`config.mk`:
```
export PLATFORM = sky130hd
export DESIGN_NAME = audio_serial_ctrl
export DESIGN_NICKNAME = d
export VERILOG_FILES = /design/src/rtl/audio_pkg.sv /design/src/rtl/bit_tick_gen.sv /design/src/rtl/audio_serial_ctrl.sv
export SDC_FILE = /design/constraint.sdc
export NUM_CORES = 1
export LEC_CHECK = 0
export ABC_AREA = 1
export ABC_CLOCK_PERIOD_IN_PS = 1500
export CAP_MARGIN = 5
export CORE_ASPECT_RATIO = 1.25
export CORE_MARGIN = 10
export CORE_UTILIZATION = 41
export DETAILED_ROUTE_END_ITERATION = 12
export PLACE_DENSITY = 0.87
export SYNTH_ARGS = -nofsm -noshare
export SYNTH_HDL_FRONTEND = slang
export SYNTH_SLANG_ARGS = --single-unit
```
`constraint.sdc`:
```
create_clock -name clock_i -period 1.5 [get_ports clock_i]
set_clock_uncertainty 0.05 [all_clocks]
set_input_delay 0.3 -clock clock_i [delete_from_list [all_inputs] [get_ports clock_i]]
set_output_delay 0.3 -clock clock_i [all_outputs]
set_load 0.05 [all_outputs]
```
`src/rtl/audio_pkg.sv`:
```
// -----------------------------------------------------------------------------
// audio_pkg
//   Shared definitions for the audio serial controller:
//     - default word length, system clock and bit-strobe frequencies
//     - controller FSM state encoding
//     - round-robin pick helper and counter-width helper
// -----------------------------------------------------------------------------
package audio_pkg;

   localparam int WORD_LENGTH_DFLT      = 16;
   localparam int SYSTEM_FREQUENCY_DFLT = 100_000_000;
   localparam int BIT_FREQUENCY_DFLT    = 1_000_000;

   typedef enum logic [1:0] {
      IDLE  = 2'd0,
      LOAD  = 2'd1,
      SHIFT = 2'd2,
      DRAIN = 2'd3
   } ser_state_t;

   // Two-way round-robin: returns 1 when requester 1 wins.
   // last_grant is the owner of the previous word; when both are valid the
   // other one wins, when only one is valid it wins outright.
   function automatic logic rr_pick1(input logic v0, input logic v1,
                                     input logic last_grant);
      return v1 && (!v0 || !last_grant);
   endfunction

   // Width of a counter holding 0..n-1, never narrower than one bit.
   function automatic int cnt_width(input int n);
      return (n > 1) ? $clog2(n) : 1;
   endfunction

endpackage

```
`src/rtl/bit_tick_gen.sv`:
```
// -----------------------------------------------------------------------------
// bit_tick_gen
//   Divide-by-DIV strobe generator. While run is high the counter walks
//   0..DIV-1 and wraps; tick is high in the cycle the counter sits at DIV-1.
//   clear (or reset) forces the counter back to 0.
//
//   Ports
//     clock_i  : system clock
//     reset_i  : synchronous active-high reset
//     clear    : restart the count from 0
//     run      : count enable
//     tick     : one-cycle strobe every DIV running cycles
// -----------------------------------------------------------------------------
module bit_tick_gen
   import audio_pkg::*;
#(
   parameter int DIV = 100
) (
   input  logic clock_i,
   input  logic reset_i,
   input  logic clear,
   input  logic run,
   output logic tick
);

   localparam int            TW   = cnt_width(DIV);
   localparam logic [TW-1:0] LAST = TW'(DIV - 1);

   logic [TW-1:0] cnt;

   always_ff @(posedge clock_i) begin
      if (reset_i || clear) begin
         cnt <= '0;
      end else if (run) begin
         cnt <= (cnt == LAST) ? '0 : cnt + TW'(1);
      end
   end

   // With DIV=1 the counter is pinned at 0 == LAST, so tick follows run.
   assign tick = run && (cnt == LAST);

endmodule

```
`src/rtl/audio_serial_ctrl.sv`:
```
// -----------------------------------------------------------------------------
// audio_serial_ctrl
//   Two-requester front end for a bit serializer. A round-robin arbiter
//   accepts one word at a time, latches it onto ser_data_o and then issues
//   WORD_LENGTH bit strobes spaced DIV = SYSTEM_FREQUENCY/BIT_FREQUENCY
//   cycles apart. After the last strobe the serializer must answer with
//   ser_done_i within two cycles; a missing or stray done sets a sticky error.
//
//   Ports
//     clock_i               : system clock
//     reset_i               : synchronous active-high reset
//     req0/1_valid_i        : requester has a word
//     req0/1_data_i         : requester word
//     req0/1_ready_o        : word accepted when valid & ready (IDLE only)
//     ser_data_o            : latched word for the serializer
//     ser_enable_o          : one-cycle bit strobe
//     ser_done_i            : serializer last-bit indication
//     busy_o                : FSM not in IDLE
//     grant_o               : owner of the current word
//     err_o                 : sticky protocol error, cleared by reset only
// -----------------------------------------------------------------------------
module audio_serial_ctrl
   import audio_pkg::*;
#(
   parameter int WORD_LENGTH      = WORD_LENGTH_DFLT,
   parameter int SYSTEM_FREQUENCY = SYSTEM_FREQUENCY_DFLT,
   parameter int BIT_FREQUENCY    = BIT_FREQUENCY_DFLT
) (
   input  logic                   clock_i,
   input  logic                   reset_i,
   input  logic                   req0_valid_i,
   input  logic [WORD_LENGTH-1:0] req0_data_i,
   output logic                   req0_ready_o,
   input  logic                   req1_valid_i,
   input  logic [WORD_LENGTH-1:0] req1_data_i,
   output logic                   req1_ready_o,
   output logic [WORD_LENGTH-1:0] ser_data_o,
   output logic                   ser_enable_o,
   input  logic                   ser_done_i,
   output logic                   busy_o,
   output logic                   grant_o,
   output logic                   err_o
);

   // Integer division; BIT_FREQUENCY must not exceed SYSTEM_FREQUENCY.
   localparam int            DIV      = SYSTEM_FREQUENCY / BIT_FREQUENCY;
   localparam int            BW       = $clog2(WORD_LENGTH + 1);
   localparam logic [BW-1:0] LAST_BIT = BW'(WORD_LENGTH - 1);

   ser_state_t    state;
   logic          last_grant;
   logic          drain_wait;   // first DRAIN cycle already spent
   logic [BW-1:0] bit_cnt;
   logic          pick1;
   logic          accept;
   logic          tick;

   // ---------------------------------------------------------------------
   // Arbitration: ready is combinational and only offered in IDLE.
   // ---------------------------------------------------------------------
   assign pick1        = rr_pick1(req0_valid_i, req1_valid_i, last_grant);
   assign req0_ready_o = (state == IDLE) && req0_valid_i && !pick1;
   assign req1_ready_o = (state == IDLE) && pick1;
   assign accept       = (req0_valid_i && req0_ready_o) ||
                         (req1_valid_i && req1_ready_o);

   assign busy_o       = (state != IDLE);

   // Strobe comes straight from the registered tick counter; it is only
   // running in SHIFT, so leaving SHIFT (or reset) silences it next cycle.
   assign ser_enable_o = tick;

   bit_tick_gen #(
      .DIV (DIV)
   ) u_tick (
      .clock_i (clock_i),
      .reset_i (reset_i),
      .clear   (state == LOAD),
      .run     (state == SHIFT),
      .tick    (tick)
   );

   // ---------------------------------------------------------------------
   // Control FSM
   // ---------------------------------------------------------------------
   always_ff @(posedge clock_i) begin
      if (reset_i) begin
         state      <= IDLE;
         ser_data_o <= '0;
         grant_o    <= 1'b0;
         err_o      <= 1'b0;
         last_grant <= 1'b1;   // so requester 0 wins the first contest
         bit_cnt    <= '0;
         drain_wait <= 1'b0;
      end else begin
         // A done outside DRAIN has no effect on sequencing, only flags.
         if (ser_done_i && (state != DRAIN))
            err_o <= 1'b1;

         case (state)
            IDLE: begin
               if (accept) begin
                  ser_data_o <= pick1 ? req1_data_i : req0_data_i;
                  grant_o    <= pick1;
                  last_grant <= pick1;
                  state      <= LOAD;
               end
            end

            LOAD: begin
               bit_cnt    <= '0;
               drain_wait <= 1'b0;
               state      <= SHIFT;
            end

            SHIFT: begin
               if (tick) begin
                  if (bit_cnt == LAST_BIT)
                     state <= DRAIN;
                  else
                     bit_cnt <= bit_cnt + BW'(1);
               end
            end

            DRAIN: begin
               if (ser_done_i) begin
                  state <= IDLE;
               end else if (drain_wait) begin
                  // Second DRAIN cycle with no done: give up and flag it.
                  err_o <= 1'b1;
                  state <= IDLE;
               end else begin
                  drain_wait <= 1'b1;
               end
            end

            default: state <= IDLE;
         endcase
      end
   end

endmodule
```
* Word level (Yosys, flattened, before mapping)
Cells that the tools add are included.
** Cells by class
- Reduce and logical (&&, ||, !) cells :: 22
- Mux-type cells :: 17
- $add $sub $neg :: 2
- Equality and inequality tests :: 12
** Operators with widths (number)
- $mux 16 :: 1
- $ne 2x2->1 const B :: 6
- $mux 2 :: 5
- $mux 5 :: 2
- $pmux 5 s2 :: 1
- $logic_and 1x1->1 :: 8
- $pmux 2 s4 :: 1
- $add 7x1->7 const B :: 1
- $eq 7x7->1 const B :: 1
- $mux 7 :: 1
- $reduce_bool 2->1 :: 3
- $add 5x1->5 const B :: 1
- $eq 5x4->1 const B :: 1
- $mux 1 :: 5
- $eq 2x2->1 const B :: 2
- $reduce_and 2->1 :: 2
- $reduce_and 4->1 :: 1
- $logic_not 1->1 :: 3
- $logic_or 1x1->1 :: 3
- $ne 3x3->1 const B :: 1
- $reduce_and 3->1 :: 1
- $eq 2x1->1 const B :: 1
- $logic_not 2->1 :: 1
- $pmux 1 s2 :: 1
** Storage, ports and cells
- Register bits :: 34
- Input bits :: 37

* Depth between registers and ports, before layout
Gate-level depths: netlist of run 1.
- Word-level depth :: 9
- Gate-level depth with buffers :: 10
- Mapped depth without buffers :: 10

* Cells and area by module
From an unflattened synthesis of run 1, not the netlist that was laid out.
** Second synthesis, totals
- Cell total of the unflattened synthesis :: 258
- Area, all modules :: 1750.4 um^2
** Modules (own cells, without submodules)
- audio_serial_ctrl :: sequential area each 540.5 um^2, times used 1, cells an instance 201, area an instance 1367.6 um^2
- bit_tick_gen :: sequential area each 140.1 um^2, times used 1, cells an instance 57, area an instance 382.9 um^2

* Worst setup path after synthesis of run 1
Ideal clock, no wire load.
- Kind :: register -> output
- Start :: reg u_tick.cnt[0]
- End :: out ser_enable_o
- Arrival time :: 1.495 ns
- Required time :: 1.150 ns
- Cell stages (with the launch flop) :: 6
- Slack :: -0.345 ns
- Path buffers :: 0
- Cell sequence :: dfxtp_1 ha_1 nand2_1 inv_1 nand3_4 nor2_1
** Between the ends
- Cells in the longest elaborated chain, start to end :: 2
** RTL lines
- from (decl) :: line bit_tick_gen.sv:29 : logic [TW-1:0] cnt;
- from (signal assigned) :: line bit_tick_gen.sv:35 : cnt <= (cnt == LAST) ? '0 : cnt + TW'(1);
- $eq 7x7->1 :: line bit_tick_gen.sv:40 : assign tick = run && (cnt == LAST);
- $logic_and 1x1->1 :: line bit_tick_gen.sv:40
- to (decl) :: line audio_serial_ctrl.sv:38 : output logic ser_enable_o,
No other way between the ends.

* Worst setup path in the final report of run 1
- Start :: reg u_tick.cnt[1]
- End :: out ser_enable_o
The elaborated chain is that of the path after synthesis.

==> impl_metrics.toml, run 1 <==
[status]
outcome = "finished, violations left"
violations = "negative setup slack"

[synth]
synth_cell_types = 27
yosysMostFrequentCell = "nand2_1"
synth_top_family_by_area = "simple AND/OR/NAND/NOR gates"
async_flop_share = 0
synth_warnings = 0
ys_seq_area_frac = 0.386
yosys.area_share.simple = 0.375
synth_common_cells = "75 x nand2_1, 45 x nor2_1, 34 x dfxtp_1"
synth_top_area_frac = 0.386
synth_area_leaders = "dfxtp_1 39%, nand2_1 16%, nor2_1 9.6%"
synth_ff_type = "dfxtp_1"
synthXorXnorAreaFrac = 0.00497
synth_nets = 301
synthAdderAreaFrac = 0.0497
synth_area_leader_cell = "dfxtp_1"
avgSynthCellArea_um2 = 6.86
ys_ff_latch = 34
synth_area_um2 = 1760
synth_compound_area_frac = 0.114
syn_inst = 257
synthMuxAreaShare = 0
synth_edf_count = 0

[sta]
post-route-period-util = 1.06
rsz0062_at_grt = "true"
fin_setup_tns_ps = -246
max_freq_mhz = 629
slew_viol_final = 0
setup_slack_ps = -89.1
max-slew-margin-rel = 0.658
finalSetupViolations = 6
finalCriticalPeriod_ps = 1590
tightest_slew_ps = 512
hold_viol = 0

[floorplanning]
row_count = 26
die_area_um2 = 7340
die_height_um = 93.3
ios = 59
die_w_um = 78.7
initial_core_util = 0.427
core_um2 = 4130

[pwr]
p_leak_nw = 1.35
ir_drop_mv = 0.987
p_per_area_nw_per_um2 = 1650

[global_routing]
grt_pass1_vias = 2124
antenna_found_initial = 0
grt.overflow.total = 0
grt_pass1_wl_mm = 9.35
grt_start_max_net_pins = 20
grt_usage = 0.156

[min_path]
hp-class = "reg -> reg"

[final_layout]
finalInstanceArea_um2 = 3080
final_nets = 388
final.fill_count = 273
drive_gt1_frac = 0.316
syn_to_final_growth_pct = 74.9
diodes = 0
utilization = 0.746

[cts]
cts_buffers = 5
clk_pin_slew_ps = 70
numClockSinks = 34
cts_max_level = 2
clock_latency_ps = 290
clock-root-buffer = "clkbuf_8"
cts_tree = "yes"
holdBufCountCts = 0
cts_buffer_depth = 2

[setup_path]
setup.worst_path.class = "reg -> out"
worstSetupEndpointType = "output port"
start_kind = "flip-flop"
critPathMaxFanout = 2
cp.arrival_ps = 1240
required_ps = 1150

[flow_run]
maxCapViolCount = 0

[detailed_routing]
drtAntennaViolNets = 0
routed_wl_mm = 5.63
routed_via_density = 4.91
via_count = 1967
drc_errors = 0
wl_per_cell_um = 14.0
drt-initial-drc-count = 124
firstDrtPassIters = 4

[place]
placed_area_um2 = 2760
numPortBuffers = 58
place_hpwl_mm = 4.16
gp_congestion = 0.819
layout by cell type, fill, tap and decap left out, types with 3 or more instances in the layout:
master	Yosys	routed
nand2_4	3	4
buf_4	1	26
nand2_2	1	6
ha_4	0	4
dfxtp_2	0	6
inv_2	1	3
nand2_1	75	68
nor2_1	45	42
o21ai_0	20	17
nor2_2	3	3
inv_4	2	5
a21oi_2	0	5
clkbuf_8	0	6
nand3_1	11	9
buf_12	0	23
inv_1	19	13
nor2_4	2	5
dfxtp_1	34	27
a21oi_1	17	12
clkdlybuf4s50_1	0	34
stage by stage:
stage | cells | setup WS, ps | hold WS, ps | total power [mW]
detailed placement | 383 | -225 | 413 | 4.00
floorplan | 257 | 20.6 | 391 | 2.73
CTS | 396 | -122 | 442 | 4.92
global route | 401 | -146 | 478 | 5.34
global placement | 383 | -139 | 411 | 3.93
finish | 401 | -89.1 | 447 | 5.08
layer usage:
metal  global-route usage  vias to the layer above  wire [um]
met2                0.282                       71       2980
met3               0.0862                        9        555
li1                     -                      987          -
met1                0.140                      900       2000
met5                    0                        -          0
met4               0.0629                        0         91
worst max-delay path: stages, from the launching register on:
cell and delay (ps):
dfxtp_4 360, ha_4 130, nand2_2 50, inv_2 80, nand3_4 80, nor2_4 110
buf_12 140
cells by family (layout without fill, tap and decap cells):
group / Yosys count / in the layout
xor+xnor: 1 / 1
buf+inv: 28 / 116
flops: 34 / 34
fa+ha+maj: 7 / 7
simple gates: 148 / 148
compound gates: 39 / 39
report_power, final:
| group | total [mW] | switching (mW) | internal (mW) |
|---|---|---|---|
| clock network | 0.720 | 0.351 | 0.369 |
| logic | 3.06 | 1.70 | 1.36 |
| registers | 1.29 | 0.189 | 1.11 |
| total | 5.08 | 2.24 | 2.83 |
sequential cells by signal, indices dropped and copies added, names as in the netlist:
| signal | count |
|---|---|
| ser_data_o | 16 |
| u_tick.cnt | 7 |
| bit_cnt | 5 |
| state | 2 |
| drain_wait | 1 |
| err_o | 1 |
| grant_o | 1 |
| last_grant | 1 |
path summary, 6_finish.rpt:
check / startpoint / endpoint / slack (ps) / cells after the start
worst min register to register: drain_wait / err_o / 450 / 2
worst max-delay path: u_tick.cnt[1] / ser_enable_o / -90 / 6
worst max register to register: bit_cnt[1] / bit_cnt[2] / -30 / 8
worst min-delay path: drain_wait / err_o / 450 / 2
what timing repair did:
item | CTS | global route
setup endpoints to repair | 27 | 14
pin swaps | 10 | 15
setup buffers | 5 | 5
resized for setup | 35 | 20
cell type report:
cell class | instances | area (um2) | share of cell area
multi-input cells | 195 | 1100 | 0.357
flip-flops and latches | 34 | 692 | 0.224
inverters | 22 | 100 | 0.0325
well taps | 56 | 70.1 | 0.0227
repair buffers | 86 | 1020 | 0.332
clock inverters | 2 | 12.5 | 0.00406
clock buffers | 6 | 82.6 | 0.0268
(Power assumes the default switching activity.)
==> run 2: changes to the inputs <==
--- a/config.mk
+++ b/config.mk
@@ -7,3 +7,3 @@
 export LEC_CHECK = 0
-export ABC_AREA = 1
+export ABC_AREA = 0
 export ABC_CLOCK_PERIOD_IN_PS = 1500
@@ -12,5 +12,5 @@
 export CORE_MARGIN = 10
-export CORE_UTILIZATION = 41
+export CORE_UTILIZATION = 40
 export DETAILED_ROUTE_END_ITERATION = 12
-export PLACE_DENSITY = 0.87
+export PLACE_DENSITY = 0.86
 export SYNTH_ARGS = -nofsm -noshare
==> constraint.sdc (replaced) <==
create_clock -name clock_i -period 1.5 [get_ports clock_i]
set_clock_uncertainty 0.05 [all_clocks]
set_input_delay 0.225 -clock clock_i [delete_from_list [all_inputs] [get_ports clock_i]]
set_output_delay 0.225 -clock clock_i [all_outputs]
set_load 0.05 [all_outputs]
==> impl_metrics.toml, run 2 <==
[flow_run]
maxCapViolCount = 0

[synth]
synth_common_cells = "34 x dfxtp_1, 32 x nor2_1, 20 x mux2i_1"
ys_ff_latch = 34
avgSynthCellArea_um2 = 9.05
synthXorXnorAreaFrac = 0.0208
synthMuxAreaShare = 0.126
yosys.area_share.simple = 0.212
synth_nets = 230
synth_ff_type = "dfxtp_1"
synth_cell_types = 36
synth_area_um2 = 1680
synth_edf_count = 0
synth_area_leader_cell = "dfxtp_1"
ys_seq_area_frac = 0.404
syn_inst = 186
synth_compound_area_frac = 0.137
synth_warnings = 0
synth_area_leaders = "dfxtp_1 40%, mux2i_1 12%, a211oi_1 7.1%"
synthAdderAreaFrac = 0.0520
synth_top_area_frac = 0.404
synth_top_family_by_area = "simple AND/OR/NAND/NOR gates"
async_flop_share = 0
yosysMostFrequentCell = "dfxtp_1"

[final_layout]
layoutNonFillerInstCount = 345
largest_register = "ser_data_o"
syn_to_final_growth_pct = 90.3
final.fill_count = 208
ff_latch_area_um2 = 692
multi_input_area_um2 = 1110
diodes = 0
finalInstanceArea_um2 = 3210
largest_reg_flops = 16
final_cell_mix = "37 x buf_4, 35 x clkdlybuf4s50_1, 27 x dfxtp_1"
final_nets = 332
drive_gt1_frac = 0.429
top_regs = "ser_data_o (16), u_tick.cnt (7), bit_cnt (5)"
layout_commonest_cell = "buf_4"

[sta]
post-route-period-util = 1.19
setup_slack_ps = -288
finalCriticalPeriod_ps = 1790
slew_viol_final = 0
rsz0062_at_grt = "true"
tightest_slew_ps = 354
max-slew-margin-rel = 0.764
hold_viol = 0
max_freq_mhz = 559
fin_setup_tns_ps = -2000
finalSetupViolations = 22
hold_ws_ps = 471

[pwr]
ir_drop_mv = 1.26
p_per_area_nw_per_um2 = 1650
p_leak_nw = 1.31

[setup_path]
cp_top_family = "compound AO/OA/AOI/OAI gates"
critical_path_buf_inv_count = 0
critPathSlowestCell = "dfxtp_2"
ff2ff_path_depth = 6
critPathMaxFanout = 3
setup.worst_path.class = "reg -> reg"
cp.arrival_ps = 1940
cp.depth = 6
start_kind = "flip-flop"
slowest_delay_ps = 360
worstSetupEndpointType = "flip-flop"
required_ps = 1650
crit_chain = "ha_4 -> and3_4 -> ha_4 -> and2b_2 -> a2111o_1 -> a211oi_2"
cp_common_cell = "ha_4"

[detailed_routing]
dr_wl_met2_mm = 3.36
wl_per_cell_um = 19.3
via_count = 1822
highest_layer = "met4"
drc_errors = 0
drt-initial-drc-count = 79
drtAntennaViolNets = 0
routed_via_density = 5.28
firstDrtPassIters = 4
routed-wl-met3_um = 685
routed_wl_mm = 6.66
met1Wirelength_mm = 2.43

[global_routing]
grt_pass1_vias = 2011
antenna_found_initial = 0
grt_pass1_wl_mm = 9.65
grt_usage = 0.166
grt_start_max_net_pins = 24
grt.overflow.total = 0

[floorplanning]
die_w_um = 78.0
die_height_um = 92.5
row_count = 26
die_area_um2 = 7220
ios = 59
initial_core_util = 0.414
core_um2 = 4070

[cts]
cts_buffers = 5
numClockSinks = 34
cts_max_level = 2
cts_tree = "yes"
clock-root-buffer = "clkbuf_8"
clk_pin_slew_ps = 80
clock_latency_ps = 300
cts_buffer_depth = 2

[place]
dp.cells = 322
gp_congestion = 0.779
numPortBuffers = 58
placed_area_um2 = 2820
place_hpwl_mm = 4.09

[status]
violations = "negative setup slack"
outcome = "finished, violations left"

[min_path]
min_path_cells = 2
hp-class = "reg -> reg"
-- run 2: cell types whose count changed after synthesis, moves of 3 or more --
cell / delta
mux2i_1: +20
inv_1: -12
o21ai_0: -18
nor2_2: -3
nand2_1: -69
a21oi_1: -8
a211oi_1: +15
xor2_1: +3
clkbuf_1: +4
nand3_1: -5
nand2b_1: +6
nor2_1: -13
-- run 2: cell type report --
class / instances / area share
well taps: 56 / 0.0219
flip-flops and latches: 34 / 0.216
inverters: 7 / 0.0109
multi-input cells: 135 / 0.346
clock inverters: 1 / 0.00156
clock buffers: 7 / 0.0269
repair buffers: 105 / 0.377
-- run 2: worst paths after layout --
| path | from | end | slack [ps] |
|---|---|---|---|
| max | bit_cnt[1] | state[0] | -290 |
| min | bit_cnt[3] | bit_cnt[3] | 470 |
| max reg2reg | bit_cnt[1] | state[0] | -290 |
| min reg2reg | bit_cnt[3] | bit_cnt[3] | 470 |
-- run 2: kinds of logic (layout without fill, tap and decap cells) --
kind of cell / after synthesis / after routing
AND/OR/NAND/NOR: 70 / 70
multiplexers: 21 / 21
flip-flops: 34 / 34
AO/OA/AOI/OAI: 33 / 33
XOR/XNOR: 4 / 4
adder cells (fa/ha/maj): 7 / 7
buffers and inverters: 17 / 120
-- run 2: worst reg2reg max path, stage by stage (launching register included) --
cell	delay (ps)
dfxtp_2	360
ha_4	140
and3_4	190
ha_4	130
and2b_2	230
a2111o_1	350
a211oi_2	230
-- run 2: power breakdown --
group / internal, mW / leakage (nW) / switching, mW / total [mW]
registers: 1.10 / 0.283 / 0.231 / 1.33
clock network: 0.371 / 0.0482 / 0.364 / 0.734
logic: 1.61 / 0.975 / 1.62 / 3.23
-- run 2: per-stage QoR --
stage / utilization / setup slack, ps / power [mW]
final: 0.788 / -288 / 5.29
after global routing: 0.788 / -331 / 5.50
after CTS: 0.734 / -217 / 4.81
after detailed placement: 0.694 / -277 / 3.94
after global placement: 0.694 / -154 / 3.85
after floorplan: - / -136 / 2.64
-- run 2: repair_timing --
| item | in CTS | in global routing |
|---|---|---|
| gates cloned | 0 | 2 |
| hold buffers | 0 | 0 |
| pin swaps | 4 | 8 |
| endpoints found under the setup margin | 11 | 22 |
| resized for setup | 15 | 26 |
| buffers inserted | 3 | 10 |
-- run 2: metal layers --
layer,track usage,vias to the layer above
met2,0.290,77
met1,0.156,871
met3,0.0967,14
met5,0,-
li1,-,860
met4,0.0629,0
==> run 3: changes to the inputs <==
- ABC_CLOCK_PERIOD_IN_PS: 1500 -> not set
- CTS_CLUSTER_DIAMETER: not set -> 150
==> results of run 3 <==
No change in the layout: final DEF, timing and power equal those of run 2.
